<file path="config.mk">
export PLATFORM = sky130hd
export DESIGN_NAME = filter_decimator
export DESIGN_NICKNAME = d
export VERILOG_FILES = /design/src/rtl/filter_decimator.sv
export SDC_FILE = /design/constraint.sdc
export NUM_CORES = 1
export LEC_CHECK = 0
export CORE_ASPECT_RATIO = 1.4
export CORE_UTILIZATION = 50
export DETAILED_ROUTE_END_ITERATION = 12
export GPL_ROUTABILITY_DRIVEN = 1
export PLACE_DENSITY = 0.7
export SLEW_MARGIN = 20
export SYNTH_ARGS = -nofsm -noshare
export SYNTH_HDL_FRONTEND = slang
export SYNTH_SLANG_ARGS = --single-unit
export TNS_END_PERCENT = 20
</file>
<file path="constraint.sdc">
create_clock -name clk -period 7.05 [get_ports clk]
set_input_delay 1.0575 -clock clk [delete_from_list [all_inputs] [get_ports clk]]
set_output_delay 1.0575 -clock clk [all_outputs]
set_load 0.005 [all_outputs]
</file>
<file path="src/rtl/filter_decimator.sv">
`default_nettype none
// filter_decimator: block averager emitting one rounded mean per 2^AVG_LOG2 accepted samples.
// Rev 1.0
module filter_decimator #(
  parameter int REG_MAX  = 32,
  parameter int AVG_LOG2 = 4
) (
  input  logic                clk,
  input  logic                rst,
  input  logic                enable,
  input  logic [REG_MAX-1:0]  sample_in,
  input  logic                sample_valid,
  output logic [REG_MAX-1:0]  avg_out,
  output logic                avg_valid,
  output logic [AVG_LOG2-1:0] sample_cnt,
  output logic                busy
);

  localparam int ACC_W = REG_MAX + AVG_LOG2;
  localparam logic signed [ACC_W-1:0] ROUND = ACC_W'(2 ** (AVG_LOG2 - 1));
  localparam logic [AVG_LOG2-1:0] CNT_LAST = '1;

  typedef enum logic [0:0] {IDLE = 1'b0, ACCUM = 1'b1} state_t;
  state_t state, state_nxt;

  logic signed [ACC_W-1:0] acc;
  logic signed [ACC_W-1:0] sum;
  logic signed [ACC_W-1:0] sum_rnd;
  logic                    accept;
  logic                    last;
  logic [REG_MAX-1:0]      avg_nxt;

  always_ff @(posedge clk or negedge rst) begin
    if (!rst) state <= IDLE;
    else      state <= state_nxt;
  end

  always_comb begin
    state_nxt = state;
    case (state)
      IDLE:    if (enable)  state_nxt = ACCUM;
      ACCUM:   if (!enable) state_nxt = IDLE;
      default: state_nxt = IDLE;
    endcase
  end

  // The guard bits in acc keep N full-scale samples plus the rounding offset in range.
  always_comb begin
    accept  = (state == ACCUM) && sample_valid;
    last    = accept && (sample_cnt == CNT_LAST);
    sum     = acc + {{AVG_LOG2{sample_in[REG_MAX-1]}}, sample_in};
    sum_rnd = sum + ROUND;
    avg_nxt = REG_MAX'(sum_rnd >>> AVG_LOG2);
  end

  assign busy = (state == ACCUM);

  // A completing sample wins over a falling enable so the final window is still reported.
  always_ff @(posedge clk or negedge rst) begin
    if (!rst) begin
      acc        <= '0;
      sample_cnt <= '0;
      avg_out    <= '0;
      avg_valid  <= 1'b0;
    end else begin
      avg_valid <= 1'b0;
      if (last) begin
        acc        <= '0;
        sample_cnt <= '0;
        avg_out    <= avg_nxt;
        avg_valid  <= 1'b1;
      end else if (accept && enable) begin
        acc        <= sum;
        sample_cnt <= sample_cnt + AVG_LOG2'(1);
      end else if (state != ACCUM || !enable) begin
        acc        <= '0;
        sample_cnt <= '0;
      end
    end
  end

endmodule
`default_nettype wire
</file>
==> impl_metrics.ini <==
[outcome]
status = completed

[yosys]
async_flop_share = 1.00
syn-num-nets = 745
synth_edf_count = 0
synth_common_cells = nor2_1 (107), dfrtp_1 (74), a21oi_1 (71)
seq_area_frac_synth = 0.323
synth-simple-area-share = 0.230
synthAdderAreaFrac = 0.0843
synth_ff_type = dfrtp_1
yosysWarnings = 0
synth_top_family_by_area = simple AND/OR/NAND/NOR gates
synth_xor_area_frac = 0.0867
ys_ff_latch = 74
yosysMostFrequentCell = nor2_1
yosysTopAreaCellShare = 0.323
synth-compound-area-share = 0.179
synthMuxAreaShare = 0.0637
syn_avg_cell_area_um2 = 8.54
synth.distinct_cells = 70
syn-cell-area_um2 = 5730
synth_top_area_cell = dfrtp_1
syn_inst = 671
synth.area.top_cells = dfrtp_1 (32%), ha_1 (8.1%), nor2_1 (7.0%)

[cells_and_area]
n_fill_cell = 958
drive_above_1_share = 0.0670
antenna_cells = 0
final_nets = 800
area_growth_pct = 20.2
instances_no_fill = 872

[die]
rows = 45
start_util = 0.522
dieArea_um2 = 11900
ioPinCount = 74
die_y_um = 129
die_w_um = 92.5
coreArea_um2 = 11000

[worst_hold_path]
hold_path_class = reg -> reg
hold_path.startpoint = avg_out[23]

[clocking]
hold_buffers = 0
cts_setup_buffers = 0
cts_made_buffers = 9
clock_latency_ps = 350
clk_path_buf_depth = 2
cts_resized = 0
cts_tree = done
path_clk_slew_ps = 60
cts_root_buf = clkbuf_16
cts.sinks = 74
cts.htree.levels = 3

[worst_setup_path]
cp_slowest_cell = or4_1
critPathRequiredTime_ps = 7270
crit_path_start = sample_in[0]
path_class = in -> reg
crit_family = simple AND/OR/NAND/NOR gates
slowest_delay_ps = 760
cp_max_fo = 7
end_kind = register
worstPathCellList = clkdlybuf4s50_1 -> ha_1 -> inv_1 -> fa_1 -> nand2b_1 -> a21oi_2 -> o21ai_0 -> and3_1 -> a311oi_1 -> nand3_2 -> or4_1 -> or3_1 -> or4_4 -> xnor2_1 -> mux2i_1
arrival_ps = 5520
rr_startpoint = acc[0]
start_kind = input pin
crit_buf_inv = 2

[drt]
drc = 0
antenna_left = 0
wl_mm = 15.6
wl_per_cell_um = 17.9
drt_iter0_drc = 286
drt-pass1-iter-count = 5
viasPerCell = 5.95
vias = 5189

[global_routing]
grt_max_degree = 75
use_met1 = 0.325
grt_pass1_vias = 5300
met3_usage = 0.0526
grt_pass1_wl_mm = 25.6
busiest_layer = met2
grt.overflow.total = 0
gr-usage-met2 = 0.490
track_usage = 0.279
antenna_found_initial = 0

[sta]
slew_viol_final = 0
period_needed_ps = 5300
fmax_ghz = 0.189
hold_viol_final = 0
grt_setup_unrepaired = no
skew_ps = 6.76
finalCritPeriodShare = 0.752
worst_slew_pin_slew_ps = 966
tns_ps = 0
max-slew-margin-rel = 0.348
finalSetupViolations = 0

[power]
powerDensity_nw_per_um2 = 190
vdd_drop_max_mv = 0.131
leakagePower_nw = 3.01

[job]
cap_violations = 0

[placed_design]
dp_hpwl_mm = 11.6
gp_congestion = 0.913
dp.cells = 856
port_buffers = 73
-- cell families (layout without fill, tap and decap cells) --
kind of cell / Yosys count / after routing
adders and majority gates: 38 / 38
AOI/OAI and AO/OA: 156 / 156
DFF: 74 / 74
and+or+nand+nor: 266 / 266
xor gates and xnor gates: 55 / 55
buffers and inverters: 46 / 106
muxes: 36 / 36
-- sequential cells by signal (all words and copies together) (netlist names) --
| name | cells |
|---|---|
| sample_cnt | 4 |
| avg_valid | 1 |
| avg_out | 32 |
| busy | 1 |
| acc | 36 |
-- per-stage QoR --
| step | hold WS [ps] | setup WS [ps] | instance area (um^2) | util | power (mW) |
|---|---|---|---|---|---|
| after global placement | 497 | 1510 | 6520 | 0.594 | 0.735 |
| after CTS | 521 | 1790 | 6890 | 0.627 | 1.32 |
| after detailed placement | 502 | 1450 | 6520 | 0.594 | 0.739 |
| final | 523 | 1750 | 6890 | 0.627 | 1.31 |
| after floorplan | 488 | 2400 | 5730 | - | 0.656 |
| after global routing | 541 | 1430 | 6890 | 0.627 | 1.37 |
-- final cells by class --
class	instances	area (um^2)	share of cell area
Clock buffer	9	225	0.0327
Clock inverter	7	141	0.0205
Inverter	14	52.6	0.00763
Multi-Input combinational cell	551	3700	0.537
Sequential cell	74	1850	0.269
Tap cell	141	176	0.0256
Timing Repair Buffer	76	746	0.108
-- where the power goes --
group / switching, mW / total (mW) / internal, mW / leakage (nW)
combinational: 0.179 / 0.296 / 0.117 / 1.82
sequential: 0.00614 / 0.440 / 0.434 / 1.02
clock: 0.191 / 0.573 / 0.382 / 0.176
-- layout by cell type, fill, tap and decap left out, types with 3 or more instances in the layout --
cell,n
a211oi_1,8
a21o_1,7
a21oi_1,71
a311oi_1,4
a31oi_1,3
and2_1,7
and3_1,11
and4_1,5
buf_4,4
bufinv_16,4
clkbuf_16,9
clkdlybuf4s50_1,71
dfrtp_1,74
ha_1,37
inv_1,13
mux2_2,4
mux2i_1,32
nand2_1,51
nand2b_1,4
nand3_1,17
nand4_1,13
nor2_1,106
nor2b_1,5
nor3_1,17
o211ai_1,7
o21ai_0,20
o21bai_1,6
o22ai_1,3
o31ai_1,3
or3_1,6
or4_1,5
xnor2_1,30
xor2_1,23
-- layer usage --
layer | vias up | wire, um
li1 | 2525 | -
met1 | 2471 | 6460
met2 | 152 | 7900
met3 | 41 | 683
met4 | 0 | 583
met5 | - | 0
-- path summary, 6_finish.rpt --
| path | endpoint | cells after the start | slack (ps) |
|---|---|---|---|
| setup / recovery | avg_out[31] | 15 | 1750 |
| hold / removal | avg_out[23] | 1 | 520 |
| setup reg to reg | avg_out[31] | 14 | 2580 |
| hold reg to reg | avg_out[23] | 1 | 520 |
| max in group asynchronous | avg_out[19] | 1 | 5580 |
| min in group asynchronous | avg_out[2] | 1 | 860 |
Note: power is estimated with default switching activity, not from simulation.
